**src/rtl/memory_game_pkg.sv**
```systemverilog
// memory_game_pkg: shared state encoding, LFSR constants and percentage scale for the memory game.
package memory_game_pkg;
    typedef enum logic [2:0] {
        IDLE   = 3'd0,
        GEN    = 3'd1,
        SHOW   = 3'd2,
        GAP    = 3'd3,
        INPUT  = 3'd4,
        DIV    = 3'd5,
        RESULT = 3'd6
    } state_t;

    localparam logic [15:0] LFSR_SEED = 16'hACE1;
    // Taps 16,14,13,11 expressed as bit positions 15,13,12,10
    localparam logic [15:0] LFSR_TAPS = 16'hB400;
    localparam logic [14:0] PCT_SCALE = 15'd100;

    function automatic logic [15:0] lfsr_step(input logic [15:0] s);
        return {s[14:0], ^(s & LFSR_TAPS)};
    endfunction
endpackage

```
**src/rtl/memory_game_divider.sv**
```systemverilog
// memory_game_divider: restoring sequential divider, done pulses 16 cycles after start.
module memory_game_divider
    import memory_game_pkg::*;
(
    input  logic        clock,
    input  logic        reset,
    input  logic        start,
    input  logic [14:0] dividend,
    input  logic [8:0]  divisor,
    output logic [6:0]  quotient,
    output logic        done
);
    logic [14:0] quo_q, quo_d;
    logic [8:0]  rem_q, rem_d;
    logic [3:0]  cnt_q, cnt_d;
    logic        done_q, done_d;
    logic [9:0]  shifted;
    logic        ge;

    always_comb begin
        shifted = {rem_q, quo_q[14]};
        ge      = shifted >= {1'b0, divisor};
        rem_d   = rem_q;
        quo_d   = quo_q;
        cnt_d   = cnt_q;
        done_d  = 1'b0;
        if (start) begin
            rem_d = '0;
            quo_d = dividend;
            cnt_d = 4'd15;
        end else if (cnt_q != 4'd0) begin
            rem_d  = 9'(ge ? shifted - {1'b0, divisor} : shifted);
            quo_d  = {quo_q[13:0], ge};
            cnt_d  = cnt_q - 4'd1;
            done_d = cnt_q == 4'd1;
        end
    end

    always_ff @(posedge clock or posedge reset) begin
        if (reset) begin
            rem_q  <= '0;
            quo_q  <= '0;
            cnt_q  <= '0;
            done_q <= 1'b0;
        end else begin
            rem_q  <= rem_d;
            quo_q  <= quo_d;
            cnt_q  <= cnt_d;
            done_q <= done_d;
        end
    end

    assign quotient = quo_q[6:0];
    assign done     = done_q;
endmodule

```
**src/rtl/memory_game_engine.sv**
```systemverilog
// memory_game_engine: shows a growing LFSR-generated LED sequence, scores one-hot guesses and reports hit percentage.
module memory_game_engine
    import memory_game_pkg::*;
#(
    parameter int WIDTH    = 10,
    parameter int DEPTH    = 16,
    parameter int SHOW_CYC = 25000000,
    parameter int GAP_CYC  = 12500000
) (
    input  logic                       clock,
    input  logic                       reset,
    input  logic                       start,
    input  logic                       enter,
    input  logic                       next,
    input  logic [WIDTH-1:0]           sw,
    output logic [WIDTH-1:0]           led,
    output logic [7:0]                 correct,
    output logic [7:0]                 wrong,
    output logic [6:0]                 percent,
    output logic [$clog2(DEPTH+1)-1:0] level,
    output logic [2:0]                 state,
    output logic                       done
);
    localparam int LW = $clog2(DEPTH + 1);
    localparam int AW = $clog2(DEPTH);
    localparam int EW = $clog2(WIDTH);
    localparam int TW = $clog2((SHOW_CYC > GAP_CYC ? SHOW_CYC : GAP_CYC) + 1);

    state_t          state_q, state_d;
    logic [15:0]     lfsr_q, lfsr_d;
    logic [LW-1:0]   level_q, level_d, k_q, k_d;
    logic [TW-1:0]   timer_q, timer_d;
    logic [7:0]      correct_q, correct_d, wrong_q, wrong_d;
    logic [6:0]      percent_q, percent_d;
    logic [EW-1:0]   mem_q [DEPTH];
    logic            mem_we, div_start, div_done, last, show_end, gap_end;
    logic [WIDTH-1:0] cur;
    logic [6:0]      div_q;

    assign cur      = WIDTH'(1) << mem_q[k_q[AW-1:0]];
    assign last     = (k_q + 1'b1) == level_q;
    assign show_end = timer_q == TW'(SHOW_CYC - 1);
    assign gap_end  = timer_q == TW'(GAP_CYC - 1);

    always_comb begin
        state_d   = state_q;
        lfsr_d    = lfsr_step(lfsr_q);
        level_d   = level_q;
        k_d       = k_q;
        timer_d   = timer_q;
        correct_d = correct_q;
        wrong_d   = wrong_q;
        percent_d = percent_q;
        mem_we    = 1'b0;
        div_start = 1'b0;
        if (start) begin
            state_d   = GEN;
            level_d   = LW'(1);
            k_d       = '0;
            timer_d   = '0;
            correct_d = '0;
            wrong_d   = '0;
        end else begin
            case (state_q)
                GEN: begin
                    mem_we  = 1'b1;
                    k_d     = '0;
                    timer_d = '0;
                    state_d = SHOW;
                end
                SHOW: begin
                    timer_d = show_end ? '0 : timer_q + 1'b1;
                    state_d = show_end ? GAP : SHOW;
                end
                GAP: begin
                    timer_d = gap_end ? '0 : timer_q + 1'b1;
                    k_d     = gap_end ? (last ? '0 : k_q + 1'b1) : k_q;
                    state_d = gap_end ? (last ? INPUT : SHOW) : GAP;
                end
                INPUT: if (enter) begin
                    correct_d = (sw == cur && correct_q != 8'hFF) ? correct_q + 8'd1 : correct_q;
                    wrong_d   = (sw != cur && wrong_q != 8'hFF) ? wrong_q + 8'd1 : wrong_q;
                    k_d       = last ? '0 : k_q + 1'b1;
                    state_d   = last ? DIV : INPUT;
                    div_start = last;
                end
                DIV: if (div_done) begin
                    percent_d = div_q;
                    state_d   = RESULT;
                end
                RESULT: if (next) begin
                    level_d = level_q < LW'(DEPTH) ? level_q + 1'b1 : level_q;
                    state_d = level_q < LW'(DEPTH) ? GEN : SHOW;
                    k_d     = '0;
                    timer_d = '0;
                end
                default: ;
            endcase
        end
    end

    always_ff @(posedge clock or posedge reset) begin
        if (reset) begin
            state_q   <= IDLE;
            lfsr_q    <= LFSR_SEED;
            level_q   <= '0;
            k_q       <= '0;
            timer_q   <= '0;
            correct_q <= '0;
            wrong_q   <= '0;
            percent_q <= '0;
        end else begin
            state_q   <= state_d;
            lfsr_q    <= lfsr_d;
            level_q   <= level_d;
            k_q       <= k_d;
            timer_q   <= timer_d;
            correct_q <= correct_d;
            wrong_q   <= wrong_d;
            percent_q <= percent_d;
        end
    end

    always_ff @(posedge clock) begin
        if (mem_we) mem_q[AW'(level_q - 1'b1)] <= EW'(lfsr_q[7:0] % 8'(WIDTH));
    end

    // Started on the final guess so the result lands 16 cycles into DIV
    memory_game_divider u_div (
        .clock    (clock),
        .reset    (reset),
        .start    (div_start),
        .dividend (PCT_SCALE * 15'(correct_d)),
        .divisor  (9'(correct_d) + 9'(wrong_d)),
        .quotient (div_q),
        .done     (div_done)
    );

    assign led     = state_q == SHOW ? cur : '0;
    assign correct = correct_q;
    assign wrong   = wrong_q;
    assign percent = percent_q;
    assign level   = level_q;
    assign state   = state_q;
    assign done    = state_q == RESULT;
endmodule

```
**config.mk**
```make
export PLATFORM = sky130hd
export DESIGN_NAME = memory_game_engine
export DESIGN_NICKNAME = d
export VERILOG_FILES = /design/src/rtl/memory_game_pkg.sv /design/src/rtl/memory_game_divider.sv /design/src/rtl/memory_game_engine.sv
export SDC_FILE = /design/constraint.sdc
export NUM_CORES = 1
export LEC_CHECK = 0
export CELL_PAD_IN_SITES_DETAIL_PLACEMENT = 0
export CELL_PAD_IN_SITES_GLOBAL_PLACEMENT = 2
export CORE_MARGIN = 8
export CORE_UTILIZATION = 43
export CTS_CLUSTER_SIZE = 24
export DETAILED_ROUTE_END_ITERATION = 16
export PLACE_DENSITY = 0.85
export REMOVE_ABC_BUFFERS = 1
export SLEW_MARGIN = 25
export SYNTH_ARGS = -nofsm -noshare
export SYNTH_HDL_FRONTEND = slang
export SYNTH_SLANG_ARGS = --single-unit
```
**constraint.sdc**
```tcl
create_clock -name clock -period 17.5 [get_ports clock]
set_input_delay 4.375 -clock clock [delete_from_list [all_inputs] [get_ports clock]]
set_output_delay 4.375 -clock clock [all_outputs]
set_load 0.01 [all_outputs]
```
After elaboration in Yosys (flattened, before gate mapping)
Memory sizes are Yosys's and may differ from the RTL's.
Index checks and enable logic that the tools add are counted.
{ "totals": {"reg_bits": 106, "latchBits": 0, "ram_bits": 64, "romBits": 0, "output_inout_bits": 42, "wordCells": 112, "mem_count": 1} }
{ "op_classes": {"n_addsub": 9, "mul": 1, "div_mod_pow": 1, "n_lt_le_gt_ge": 2, "n_eq_ne": 18, "n_shift": 1, "n_mux": 50, "n_bitwise": 1, "n_reduce_logical": 16} }
{ "memory_table": {"columns": ["memory", "words", "width", "rd", "rd_clocked_by_memory_dff", "wr", "line_no", "text"], "rows": [
  ["mem_q", 16, 4, 1, 0, 1, "memory_game_engine.sv:35", "logic [EW-1:0] mem_q [DEPTH];"]
]} }
{ "ops": {"columns": ["op", "count"], "rows": [
  ["$mux W25", 4],
  ["$pmux W25 S4", 1],
  ["$mux W8", 8],
  ["$mux W5", 9],
  ["$mux W15", 2],
  ["$mux W9", 3],
  ["$add A25 B1 Y25 const B", 1],
  ["$eq A25 B24 Y1 const B", 1],
  ["$eq A25 B25 Y1 const B", 1],
  ["$pmux W5 S4", 1],
  ["$mux W3", 6],
  ["$pmux W3 S6", 1],
  ["$add A8 B1 Y8 const B", 2],
  ["$ne A8 B8 Y1 const B", 2],
  ["$reduce_xor A16 Y1", 1],
  ["$mul A5 B8 Y13 const A", 1],
  ["$mux W1", 11],
  ["$add A5 B1 Y5 const B", 2],
  ["$eq A10 B10 Y1", 1],
  ["$ge A10 B9 Y1", 1],
  ["$mux W10", 1],
  ["$ne A10 B10 Y1", 1],
  ["$reduce_bool A5 Y1", 2],
  ["$shl A1 B4 Y10 const A", 1],
  ["other kinds (22)", 35]
]} }

Longest topological paths before layout
An unclocked memory read counts as a cell.
{ "depth": {"ltp_word": 13, "depth_mapped": 29, "depth_no_buf": 25} }

Modules after synthesis
From an unflattened synthesis, not the netlist that was laid out.
{ "hier_totals": {"cells_unflattened": 998, "area_unflattened_um2": 10248.6} }
{ "modules_own_cells": {"columns": ["mod", "n_inst", "cells_per_inst", "area_each_um2", "seq_area_each_um2"], "rows": [
  ["memory_game_engine", 1, 799, 8371.8, 3858.7],
  ["memory_game_divider", 1, 199, 1876.8, 725.7]
]} }

Worst setup path before layout
No wires, ideal clock.
{ "synth_path": {"kind": "in2reg", "from": "in sw[3]", "to": "reg u_div.rem_q[5]", "setup_time_ns": 0.150, "arrival_time_ns": 8.835, "slack_ns": 8.514, "stages": 24, "path_buffers": 1, "cell_sequence": "nor3b_1 o21ai_0 a2111oi_1 a211oi_1 a221oi_4 nand3_4 mux2i_1 nor2_1 ha_1 a21o_1 a21oi_1 o21bai_1 a21oi_1 o21bai_1 a21oi_1 xor2_1 ha_1 nand4_1 nor2_1 a211oi_1 nand2_1 clkbuf_1 o21ai_0 a211oi_1"} }
{ "synth_via": {"elab_chain_len": 11, "word_cells_on_any_way": 18, "classes_between": "add/sub (2); order compare (1); eq/ne (2); mux (11); reduce/logical (2)"} }
{ "synth_lines": {"columns": ["element", "line_no", "text"], "rows": [
  ["start: declaration", "memory_game_engine.sv:15", "input logic [WIDTH-1:0] sw,"],
  ["$eq A10 B10 Y1 *", "memory_game_engine.sv:81", "correct_d = (sw == cur && correct_q != 8'hFF) ? correct_q + 8'd1 : correct_q;"],
  ["$logic_and A1 B1 Y1 *", "memory_game_engine.sv:81", null],
  ["$mux W8 *", "memory_game_engine.sv:81", null],
  ["$mux W8 *", "memory_game_engine.sv:80", "INPUT: if (enter) begin"],
  ["$mux W8 *", "memory_game_engine.sv:64", "case (state_q)"],
  ["$mux W8 *", "memory_game_engine.sv:56", "if (start) begin"],
  ["named net correct_d[1]", "memory_game_engine.sv:33", "logic [7:0] correct_q, correct_d, wrong_q, wrong_d;"],
  ["$add A8 B8 Y9 *", "memory_game_engine.sv:134", ".divisor (9'(correct_d) + 9'(wrong_d)),"],
  ["$sub A9 B9 Y9 / $ge A10 B9 Y1 (equally long branches)", "memory_game_divider.sv:32, memory_game_divider.sv:22", null],
  ["$mux W9 *", "memory_game_divider.sv:32", "rem_d = 9'(ge ? shifted - {1'b0, divisor} : shifted);"],
  ["$mux W9 *", "memory_game_divider.sv:31", "end else if (cnt_q != 4'd0) begin"],
  ["$mux W9 *", "memory_game_divider.sv:27", "if (start) begin"],
  ["end signal: assignment", "memory_game_divider.sv:46", "rem_q <= rem_d;"],
  ["end: declaration", "memory_game_divider.sv:14", "logic [8:0] rem_q, rem_d;"]
]} }
Mark *: on every way through the listed nets, which the timed path passes. The rest lies on a longest branch. The select of a mux whose other input is x is not followed.
A chain may end at the register's enable or synchronous reset.

Final worst setup path
{ "layout_path": {"from": "in sw[8]", "to": "reg u_div.rem_q[7]"} }
Same word-level chain as after synthesis.

==> impl_metrics.prom <==
# TYPE chip_impl_metric gauge
chip_impl_info{name="run_status",value="finished clean"} 1
chip_impl_info{name="worst_r2r_endpoint",value="u_div.rem_q[7]"} 1
chip_impl_metric{name="synth_compound_gate_area_share",unit="%"} 11.0
chip_impl_metric{name="netlist_area",unit="sq um"} 9740
chip_impl_metric{name="post_cts.resized_instances",unit=""} 0
chip_impl_metric{name="synth-seq-cells",unit=""} 170
chip_impl_info{name="timing_worst_setup_path_type",value="input port to register"} 1
chip_impl_metric{name="clk_transition_reported_paths",unit="ns"} 0.08
chip_impl_metric{name="synth_fa_ha_area_share",unit="%"} 8.35
chip_impl_info{name="cts.root.buffer_cell",value="clkbuf_16"} 1
chip_impl_metric{name="design.final.nets",unit=""} 1066
chip_impl_metric{name="critPathArrivalTime",unit="ns"} 10.37
chip_impl_info{name="cts_tree",value="built"} 1
chip_impl_metric{name="max_slew.worst_pin.slew",unit="ns"} 0.893
chip_impl_metric{name="layout-area-overhead-vs-synth",unit="%"} 15.0
chip_impl_info{name="min_delay_worst_type",value="register to register"} 1
chip_impl_metric{name="die_w",unit="microns"} 166
chip_impl_metric{name="drt_drc_violations_left",unit=""} 0
chip_impl_metric{name="post-cts-setup-buffers",unit=""} 0
chip_impl_metric{name="cts-buffers-inserted",unit=""} 17
chip_impl_metric{name="power_frac_comb",unit="%"} 4.0
chip_impl_metric{name="postSynthAreaPerCell",unit="sq um"} 10.4
chip_impl_metric{name="globalRouteTotalUtil",unit="%"} 16.3
chip_impl_info{name="layout.cells.most_common_list",value="121 x nor2_1, 98 x dfrtp_1, 94 x nand2_1, 64 x edfxtp_1, 57 x ha_1"} 1
chip_impl_metric{name="timing_hold_violations_final",unit=""} 0
chip_impl_metric{name="route.detailed.wl_per_inst",unit="microns"} 17.4
chip_impl_metric{name="worst-r2r-cell-count",unit=""} 26
chip_impl_metric{name="grt_pass1_vias",unit=""} 6862
chip_impl_metric{name="ys_seq_area_share",unit="%"} 47.1
chip_impl_metric{name="async_flop_share",unit="%"} 62.4
chip_impl_metric{name="gp_congestion",unit=""} 0.788
chip_impl_metric{name="vdd_drop_max",unit="mV"} 0.0567
chip_impl_metric{name="placement_rows",unit=""} 55
chip_impl_info{name="primary_ff_master_synth",value="dfrtp_1"} 1
chip_impl_metric{name="grt_first_pass_wirelength",unit="microns"} 36900
chip_impl_metric{name="holdWs",unit="ns"} 0.357
chip_impl_metric{name="vias_per_cell",unit=""} 5.43
chip_impl_metric{name="p_switching",unit="W"} 0.000209
chip_impl_metric{name="clockBufferDepth",unit=""} 2
chip_impl_info{name="launching_element_of_the_worst_setup_path",value="sw[8]"} 1
chip_impl_info{name="timing.critical_path.to_type",value="register"} 1
chip_impl_metric{name="min_period",unit="ns"} 10.02
chip_impl_metric{name="diodes",unit=""} 0
chip_impl_metric{name="synth-xor-area-share",unit="%"} 5.22
chip_impl_metric{name="synth_enable_flop_cells",unit=""} 64
chip_impl_metric{name="post_synth_inst_count",unit=""} 938
chip_impl_metric{name="max_cap_viols",unit=""} 0
chip_impl_metric{name="grt_max_degree",unit=""} 67
chip_impl_metric{name="initial_core_util",unit="%"} 43.4
chip_impl_metric{name="ctsHtreeMaxLevel",unit=""} 4
chip_impl_metric{name="power_per_cell_area",unit="nW/um^2"} 74.1
chip_impl_metric{name="synth-simple-area-share",unit="%"} 17.8
chip_impl_info{name="main_combinational_cell_family_by_area_after_synthesis",value="simple AND/OR/NAND/NOR gates"} 1
chip_impl_metric{name="placeableCoreArea",unit="sq um"} 22400
chip_impl_metric{name="ant_nets",unit=""} 0
chip_impl_metric{name="maximum_fanout_along_the_worst_path",unit=""} 16
chip_impl_metric{name="final.setup_skew",unit="ns"} 0.0149
chip_impl_metric{name="die_area",unit="sq um"} 27700
chip_impl_metric{name="share_of_the_cycle_needed_by_the_critical_path_after_routing",unit="%"} 57.3
chip_impl_metric{name="internal_power",unit="W"} 0.000621
chip_impl_metric{name="grt_remaining_overflow",unit=""} 0
chip_impl_info{name="grt_setup_unrepaired",value="no"} 1
chip_impl_metric{name="muxShareOfSynthArea",unit="%"} 7.39
chip_impl_metric{name="post-dp-hpwl",unit="microns"} 16000
chip_impl_metric{name="grt_antenna_before_repair",unit=""} 0
chip_impl_metric{name="worst_skew_late_latency",unit="ns"} 0.43
chip_impl_metric{name="dieHeight",unit="microns"} 166
chip_impl_metric{name="dr.pass1.iters",unit=""} 5
chip_impl_metric{name="finalSetupViolations",unit=""} 0
chip_impl_metric{name="synthesis.yosys.warnings",unit=""} 0
chip_impl_metric{name="drive_above_1_share",unit="%"} 8.68
chip_impl_metric{name="share_clk_of_total_power",unit="%"} 45.6
chip_impl_metric{name="yosysUniqueCellTypes",unit=""} 75
chip_impl_metric{name="leakage_power",unit="nW"} 4.75
chip_impl_metric{name="io_buffers",unit=""} 56
chip_impl_metric{name="routed-via-count",unit=""} 6983
chip_impl_info{name="timing.rr.start",value="k_q[0]"} 1
chip_impl_metric{name="critical_path_required",unit="ns"} 17.85
chip_impl_metric{name="swShare",unit="%"} 25.2
chip_impl_metric{name="detailedRoute.firstIterationViolations",unit=""} 426
chip_impl_info{name="endpoint_of_the_most_critical_setup_path",value="u_div.rem_q[7]"} 1
chip_impl_info{name="most_common_library_cell_in_the_layout_ignoring_fill_and_taps",value="nor2_1"} 1
chip_impl_metric{name="drv_slew",unit=""} 0
chip_impl_metric{name="power_frac_seq",unit="%"} 50.3
chip_impl_info{name="startpoint_type",value="input port"} 1
chip_impl_metric{name="slew-limit-headroom",unit="%"} 40.5
chip_impl_metric{name="drt-total-wl",unit="microns"} 22300
chip_impl_metric{name="ios",unit=""} 57
chip_impl_metric{name="fmax",unit="MHz"} 99.8
chip_impl_metric{name="tritoncts_num_sinks",unit=""} 170
chip_impl_metric{name="setup.reg_to_reg.worst_slack",unit="ns"} 10.31
chip_impl_metric{name="ctsHoldBuffers",unit=""} 0
chip_impl_metric{name="totalNegativeSetupSlack",unit="ns"} 0
kinds of logic after synthesis:
logic type / Yosys count
buf+inv: 75
mux: 51
compound gates: 162
simple gates: 360
xor+xnor: 58
flops: 170
fa+ha+maj: 62
worst max-delay path: stages:
cell and delay [ns]:
clkdlybuf4s50_1 0.52, nor3b_1 0.17, o21ai_0 0.10, a2111oi_1 0.40, a211oi_1 0.14, a221oi_4 0.57
nand3_4 0.24, mux2i_1 0.21, nor2_1 0.37, ha_1 0.31, a21o_1 0.17, a21oi_1 0.22
o21bai_1 0.09, a21oi_1 0.22, o21bai_1 0.08, a21oi_1 0.18, xor2_1 0.17, ha_1 0.29
nand4_1 0.12, nor2_1 0.07, o31ai_1 0.34, nand2_1 0.41, o211ai_1 0.23, o211ai_1 0.11
a211oi_1 0.24
Yosys cell counts, types with 3 or more instances:
cell type  number  area share (%)
a211oi_1       13             1.0
a21boi_0        3            0.23
a21o_1          6            0.46
a21oi_1        41             2.1
a31oi_1        11            0.71
and3_1          9            0.58
buf_2           4            0.21
buf_6           3            0.35
clkbuf_1       25            0.96
dfrtp_1        98              25
dfstp_2         8             2.2
edfxtp_1       64              20
fa_1            5             1.0
ha_1           57             7.3
inv_1          41             1.6
mux2_1          4            0.46
mux2_2         12             1.4
mux2i_1        21             2.2
mux4_1          6             1.6
mux4_2          7             1.6
nand2_1        94             3.6
nand2b_1       15            0.96
nand3_1        30             1.5
nand3b_1        3            0.23
nand4_1        15            0.96
nand4b_1        4            0.36
nor2_1        121             4.7
nor2b_1        18             1.2
nor3_1         16            0.82
nor3b_1         4            0.31
nor4_1         10            0.64
o211ai_1        8            0.62
o21ai_0        40             2.1
o21bai_1       10            0.77
o32ai_1         3            0.27
or3_1           5            0.32
xnor2_1        31             2.8
xor2_1         27             2.4
flip-flops by register name, summed over array words and instances (netlist names):
name / count
percent: 7
u_div.quo_q: 15
wrong: 8
u_div.cnt_q: 4
lfsr_q: 16
timer_q: 25
state: 3
correct: 8
u_div.done: 1
u_div.rem_q: 9
level: 5
mem_q: 64
k_q: 5
power by group through the flow:
stage / combinational, W / sequential (W) / clock, W
floorplan: 0.0000198 / 0.000425 / 0
global placement: 0.0000340 / 0.000426 / 0
detailed placement: 0.0000342 / 0.000426 / 0
CTS: 0.0000344 / 0.000418 / 0.000389
global route: 0.0000380 / 0.000418 / 0.000404
finish: 0.0000336 / 0.000418 / 0.000379
cell type report:
cell class	instances	area [sq um]
inverters	41	156
fillers	2075	11200
clock inverters	15	191
repair buffers	66	636
flip-flops and latches	170	4580
multi-input cells	693	4850
clock buffers	17	425
well taps	285	357
worst min-delay path by stage:
| stage | from | endpoint | slack [ns] | cells after the start |
|---|---|---|---|---|
| 2_1_floorplan | lfsr_q[8] | lfsr_q[9] | 0.33 | 0 |
| 3_3_place_gp | lfsr_q[9] | lfsr_q[10] | 0.33 | 0 |
| 3_5_place_dp | lfsr_q[8] | lfsr_q[9] | 0.34 | 0 |
| 4_1_cts | lfsr_q[8] | lfsr_q[9] | 0.36 | 0 |
| 5_1_grt | lfsr_q[8] | lfsr_q[9] | 0.36 | 0 |
| 6_report | lfsr_q[8] | lfsr_q[9] | 0.36 | 0 |
layer usage:
| layer | up-vias | global-route usage [%] | wire [microns] |
|---|---|---|---|
| li1 | 3483 | - | - |
| met1 | 3373 | 22.8 | 11100 |
| met2 | 107 | 25.7 | 10100 |
| met3 | 20 | 3.17 | 891 |
| met4 | 0 | 4.31 | 232 |
| met5 | - | 0 | 0 |
metrics by stage:
step	setup WS [ns]	instances	util [%]	instance area (sq um)	power [W]
after floorplan	8.42	904	-	9580	0.000445
after global placement	7.21	1255	47.2	10600	0.000460
after detailed placement	6.99	1255	47.2	10600	0.000460
after CTS	7.46	1287	49.9	11200	0.000841
after global routing	6.87	1287	49.9	11200	0.000860
final	7.48	1287	49.9	11200	0.000830
Note: power is estimated with default switching activity, not from simulation.
